## src/rtl/uart_secded_tx_pkg.sv

```systemverilog
// Shared definitions for the SECDED UART transmitter and its matching receiver:
// codeword geometry, bit positions inside the Hamming(12,8)+overall-parity
// codeword, and the transmit FSM state type.
package uart_secded_tx_pkg;

  localparam int CW_WIDTH   = 13;  // 8 data + 4 Hamming parity + 1 overall parity
  localparam int FRAME_BITS = 15;  // start + codeword + stop
  localparam int DATA_BITS  = 8;

  // Codeword positions carrying payload bits d[0]..d[7].
  localparam int D_POS [DATA_BITS] = '{3, 5, 6, 7, 9, 10, 11, 12};

  // Codeword positions carrying parity: overall, then Hamming p1, p2, p4, p8.
  localparam int P_POS [5] = '{0, 1, 2, 4, 8};

  typedef enum logic [1:0] {
    IDLE,
    START,
    DATA,
    STOP
  } tx_state_e;

endpackage

```

## src/rtl/secded_encoder.sv

```systemverilog
// Combinational SECDED encoder: places an 8-bit payload into a 13-bit
// extended Hamming codeword (even overall parity in bit 0). Shared with the
// receiver's checker so both ends agree on the bit layout.
module secded_encoder
  import uart_secded_tx_pkg::*;
(
  input  logic [DATA_BITS-1:0] d,
  output logic [CW_WIDTH-1:0]  cw
);

  logic [CW_WIDTH-1:0] c;

  // Scatter payload bits, then derive the four Hamming parities and overall parity.
  always_comb begin
    // NOTE: assigning a default first guarantees every bit is driven on every pass, so no latch is inferred.
    c = '0;
    for (int i = 0; i < DATA_BITS; i++) begin
      c[D_POS[i]] = d[i];
    end
    c[P_POS[1]] = ^{c[3], c[5], c[7], c[9], c[11]};
    c[P_POS[2]] = ^{c[3], c[6], c[7], c[10], c[11]};
    c[P_POS[3]] = ^{c[5], c[6], c[7], c[12]};
    c[P_POS[4]] = ^{c[9], c[10], c[11], c[12]};
    c[P_POS[0]] = ^c[CW_WIDTH-1:1];
  end

  assign cw = c;

endmodule

```

## src/rtl/uart_secded_tx.sv

```systemverilog
// UART transmitter with SECDED-protected frames. Raw payload words are queued
// in a FIFO, encoded into a 13-bit codeword at the moment they are popped, and
// sent LSB first between a start and a stop bit, each bit lasting SAMPLE baud
// ticks. Optional feature macro: UART_TX_ERR_INJECT_EN adds an inject_mask
// port whose bits are XORed onto the codeword at pop time.
module uart_secded_tx
  import uart_secded_tx_pkg::*;
#(
  parameter int DATA_SIZE = 8,
  parameter int SIZE_FIFO = 16,
  parameter int SYS_FREQ  = 50000000,
  parameter int BAUD_RATE = 921600,
  parameter int SAMPLE    = 32,
  parameter int BAUD_DVSR = SYS_FREQ / (SAMPLE * BAUD_RATE)
) (
  input  logic                 clk,
  input  logic                 reset,
  input  logic                 trans,
  input  logic [DATA_SIZE-1:0] bus_data_in,
`ifdef UART_TX_ERR_INJECT_EN
  input  logic [CW_WIDTH-1:0]  inject_mask,
`endif
  output logic                 tx,
  output logic [2:0]           TX_status_register,
  output logic                 baud_en
);

  // A divisor below one (very fast baud against a slow clock) degenerates to
  // a tick every clock.
  localparam int DVSR     = (BAUD_DVSR < 1) ? 1 : BAUD_DVSR;
  localparam int BW       = (DVSR > 1) ? $clog2(DVSR) : 1;
  localparam int TW       = (SAMPLE > 1) ? $clog2(SAMPLE) : 1;
  localparam int AW       = $clog2(SIZE_FIFO);
  localparam int LAST_BIT = FRAME_BITS - 3;  // index of the final codeword bit

  // ---------------------------------------------------------------- FIFO
  logic [DATA_SIZE-1:0] mem [SIZE_FIFO];
  logic [AW:0]          wr_ptr, rd_ptr;
  logic                 fifo_empty, fifo_full;
  logic                 push, pop;
  logic                 overflow;

  assign fifo_empty = (wr_ptr == rd_ptr);
  assign fifo_full  = (wr_ptr[AW] != rd_ptr[AW]) && (wr_ptr[AW-1:0] == rd_ptr[AW-1:0]);
  // A pop in the same clock frees a slot, so a push on a full FIFO still lands.
  assign push       = trans && (!fifo_full || pop);

  // Storage array write port.
  always_ff @(posedge clk) begin
    // NOTE: the storage array is deliberately left out of reset; the pointers alone define what is valid.
    if (push) begin
      mem[wr_ptr[AW-1:0]] <= bus_data_in;
    end
  end

  // Pointer update and sticky overflow flag.
  always_ff @(posedge clk) begin
    // NOTE: sequential state uses non-blocking assignments so every register samples pre-edge values.
    if (reset) begin
      wr_ptr   <= '0;
      rd_ptr   <= '0;
      overflow <= 1'b0;
    end else begin
      if (push) wr_ptr <= wr_ptr + 1'b1;
      if (pop)  rd_ptr <= rd_ptr + 1'b1;
      if (trans && !push) overflow <= 1'b1;
    end
  end

  // ------------------------------------------------------------- encoder
  logic [CW_WIDTH-1:0] cw_enc, cw_tx;

  secded_encoder u_encoder (
    .d  (DATA_BITS'(mem[rd_ptr[AW-1:0]])),
    .cw (cw_enc)
  );

`ifdef UART_TX_ERR_INJECT_EN
  assign cw_tx = cw_enc ^ inject_mask;
`else
  assign cw_tx = cw_enc;
`endif

  // -------------------------------------------------------- baud divider
  tx_state_e       state;
  logic [TW-1:0]   tick_cnt;
  logic            tick_last;
  logic [BW-1:0]   baud_cnt, baud_cnt_nxt;

  assign tick_last = baud_en && (tick_cnt == TW'(SAMPLE - 1));
  assign pop       = !fifo_empty && ((state == IDLE) || ((state == STOP) && tick_last));

  // The divider phase is realigned on every pop so each bit is exactly
  // SAMPLE*DVSR clocks measured from the clock in which tx falls.
  assign baud_cnt_nxt = (pop || (baud_cnt == BW'(DVSR - 1))) ? '0 : baud_cnt + 1'b1;

  // Divider counter with a registered one-clock tick.
  always_ff @(posedge clk) begin
    if (reset) begin
      baud_cnt <= '0;
      baud_en  <= 1'b0;
    end else begin
      baud_cnt <= baud_cnt_nxt;
      baud_en  <= (baud_cnt_nxt == BW'(DVSR - 1));
    end
  end

  // ----------------------------------------------------------------- FSM
  logic [CW_WIDTH-1:0] shift;
  logic [3:0]          bit_cnt;

  // Frame sequencer: start bit, 13 codeword bits LSB first, stop bit.
  always_ff @(posedge clk) begin
    if (reset) begin
      state    <= IDLE;
      tx       <= 1'b1;
      tick_cnt <= '0;
      bit_cnt  <= '0;
      shift    <= '0;
    end else begin
      unique case (state)
        IDLE: begin
          tx <= 1'b1;
          if (pop) begin
            state    <= START;
            tx       <= 1'b0;
            tick_cnt <= '0;
            shift    <= cw_tx;
          end
        end
        START: begin
          if (tick_last) begin
            state    <= DATA;
            tick_cnt <= '0;
            bit_cnt  <= '0;
            tx       <= shift[0];
            shift    <= shift >> 1;
          end else if (baud_en) begin
            tick_cnt <= tick_cnt + 1'b1;
          end
        end
        DATA: begin
          if (tick_last) begin
            tick_cnt <= '0;
            if (bit_cnt == 4'(LAST_BIT)) begin
              state <= STOP;
              tx    <= 1'b1;
            end else begin
              bit_cnt <= bit_cnt + 1'b1;
              tx      <= shift[0];
              shift   <= shift >> 1;
            end
          end else if (baud_en) begin
            tick_cnt <= tick_cnt + 1'b1;
          end
        end
        STOP: begin
          if (tick_last) begin
            tick_cnt <= '0;
            if (pop) begin
              state <= START;
              tx    <= 1'b0;
              shift <= cw_tx;
            end else begin
              state <= IDLE;
              tx    <= 1'b1;
            end
          end else if (baud_en) begin
            tick_cnt <= tick_cnt + 1'b1;
          end
        end
        default: begin
          state <= IDLE;
          tx    <= 1'b1;
        end
      endcase
    end
  end

  assign TX_status_register = {overflow, fifo_full, (state != IDLE)};

endmodule

```

## config.mk

```make
export PLATFORM = sky130hd
export DESIGN_NAME = uart_secded_tx
export DESIGN_NICKNAME = d
export VERILOG_FILES = /design/src/rtl/uart_secded_tx_pkg.sv /design/src/rtl/secded_encoder.sv /design/src/rtl/uart_secded_tx.sv
export SDC_FILE = /design/constraint.sdc
export NUM_CORES = 1
export LEC_CHECK = 0
export CAP_MARGIN = 10
export CORE_ASPECT_RATIO = 0.7
export CORE_MARGIN = 2
export CORE_UTILIZATION = 50
export CTS_CLUSTER_DIAMETER = 120
export DETAILED_ROUTE_END_ITERATION = 6
export PLACE_DENSITY = 0.66
export REMOVE_ABC_BUFFERS = 1
export SYNTH_ARGS = -nofsm -noshare
export SYNTH_HDL_FRONTEND = slang
export SYNTH_SLANG_ARGS = --single-unit
```

## constraint.sdc

```tcl
create_clock -name clk -period 6.69 [get_ports clk]
set_input_delay 1.338 -clock clk [delete_from_list [all_inputs] [get_ports clk]]
set_output_delay 1.338 -clock clk [all_outputs]
set_load 0.05 [all_outputs]
```

==> run metrics <==
Final setup viols=0; status=complete, no violations; mapped cell area=0.00706 mm2; count of maximum capacitance violations=0; first-pass GRT wire length=21700 um; worst hold slack=0.469 ns; die footprint=0.0151 mm2; synthesis warning total=0; leakage=2.70 nW; Via density=5.67; Avg Synthesized Cell Area=15.9 um2; starting density of the core=50.9%; FMAX=242 MHz; vias after detailed routing=3779; Post-Syn Instances=445; Setup Buffers After CTS=0; register area share after synthesis=66.1%; initial antenna violation count=0; Final Cycle Share=61.7%; synth unique cells=44; num rows=36; worst skew pair latency=0.43 ns; CP max FO=10; min-delay worst type=reg2reg; Die X=146 um; setup TNS=0 ns; RSZ-0062 raised after global routing=no; cell taking the most area after synthesis=edfxtp_1; number of I/O port buffers=15; pins over their slew limit=0; area grow syn2layout=13.1%; total clock buffers created by CTS=17; Finished Layout Cells=667; Max Buffers Root-to-Sink=2; Core Box Area=0.0139 mm2; TritonCTS clock tree=built; synth top area cells=edfxtp_1 54%, dfxtp_1 12%, mux4_2 8.9%, mux4_1 2.6%, ha_1 2.5%; final worst slack=2.56 ns; I/O Pins=16; Remaining DRCs=0; Detailed Place HPWL=9100 um; top_reg_cell synth=edfxtp_1; routability cong.=0.780; Worst EP arrival=2.79 ns; drt first pass iters=5; ys async rst share=0%; pwr dens=403 mW/mm2; Least-Margin Pin Slew=1.22 ns; Post-synth EDFFs=128; root buffer cell=clkbuf_16; largest net degree at the start of global routing=33; Synth top area share=54.5%; Placed Instances=634; WS Path Type=reg2out; Antenna diodes=0; Wirelength per Cell=20.9 um; GRT Total Usage=20.1%; die span in y=103 um; Routed Antenna Nets=0; vias in the first global route=3682; CP required=5.35 ns; Yosys reg bits=169; worst vdd ir=0.223 mV; clk_skew=0.0111 ns; WL final=14000 um; Tmin final=4.13 ns; clock sink count=169; slew margin rel.=18.0%; Post-CTS Resized=0; Final nets=489; final hold violation count=0; clock-pin slew on the worst setup and hold paths=0.07 ns; startpoint types=flop; hold_buf cts=0; H-tree depth=4; Tot Pwr=3.22 mW; Fillers=1084; 1st-iter DRT viols=385; total grt overflow=0; share of cells above drive strength 1=14.7%; reg2reg setup slack=3.34 ns; Setup crit end kind=output port; Place WS=2.51 ns
cell families (layout without fill, tap and decap cells):
| kind of cell | Yosys count | after routing | synth area share, % |
|---|---|---|---|
| flops | 169 | 169 | 66.1 |
| simple gates | 114 | 114 | 7.41 |
| mux | 46 | 46 | 13.1 |
| compound gates | 40 | 40 | 3.83 |
| xor+xnor | 31 | 31 | 4.80 |
| buf+inv | 31 | 63 | 2.29 |
| fa+ha+maj | 14 | 14 | 2.48 |
Yosys cell counts (2+ instances only):
library cell and instances:
edfxtp_1 128, nor2_1 45, dfxtp_1 41, mux4_2 28, nand2_1 27, xor2_1 15, ha_1 14, inv_1 11
mux2i_1 11, nand3_1 11, xnor2_1 11, a21oi_1 10, a211oi_1 9, clkbuf_1 9, mux4_1 7, a22oi_1 6
nand2b_1 6, nand4_1 6, o21ai_0 5, and2_1 4, nor3_1 4, a31oi_1 3, and3_1 3, buf_1 3
buf_4 3, xnor3_1 3, buf_2 2, buf_6 2, nand3b_1 2, nor2b_1 2
sequential cells by signal, summed over array words and instances (netlist names), named ones only:
signal    count
baud_en       1
bit_cnt       4
mem         128
overflow      1
rd_ptr        5
shift        13
state         2
tick_cnt      5
tx            1
wr_ptr        5
metrics by stage:
step	util, %	cell area (um2)
CTS	57.5	7970
global route	57.5	7980
global placement	53.0	7360
floorplan	-	6940
detailed placement	53.0	7360
finish	57.5	7980
routing by layer:
metal  wire (um)  vias to the layer above  track usage [%]
met1        6870                     1929             29.8
met3         657                       23             4.30
met5           0                        -                0
li1            -                     1734                -
met4         191                        0             6.72
met2        6240                       93             30.0
power breakdown:
group	switching (mW)	total, mW	internal [mW]
clock	0.425	1.02	0.599
sequential	0.0408	1.23	1.19
combinational	0.525	0.959	0.434
critical path, cell delays in order (launching register included):
cell and delay [ns]:
dfxtp_1 0.57, xor2_1 0.12, nor4_1 0.60, and2_1 0.26, clkdlybuf4s50_1 0.81
cell usage in the layout, fill, tap and decap left out, types with 14 or more instances in the layout:
master           synthesis  final
nand2_1                 27     27
dfxtp_1                 41     40
clkbuf_16                0     17
edfxtp_1               128    128
nor2_1                  45     45
clkdlybuf4s50_1          0     15
ha_1                    14     14
mux4_2                  28     28
xor2_1                  15     15
cell type report:
type | count | area [um2] | area share, %
flip-flops and latches | 169 | 4670 | 58.5
multi-input cells | 245 | 2230 | 28.0
clock buffers | 18 | 429 | 5.38
well taps | 190 | 238 | 2.98
clock inverters | 14 | 188 | 2.35
repair buffers | 20 | 188 | 2.35
inverters | 11 | 41.3 | 0.517
path summary, 6_finish.rpt:
kind / end / cells after the start / from
worst min-delay path: shift[8] / 2 / shift[8]
worst min register to register: shift[8] / 2 / shift[8]
worst max-delay path: TX_status_register[1] / 4 / wr_ptr[2]
worst max register to register: mem[2][4] / 7 / tick_cnt[0]
Power figures use the tool's default switching activity.
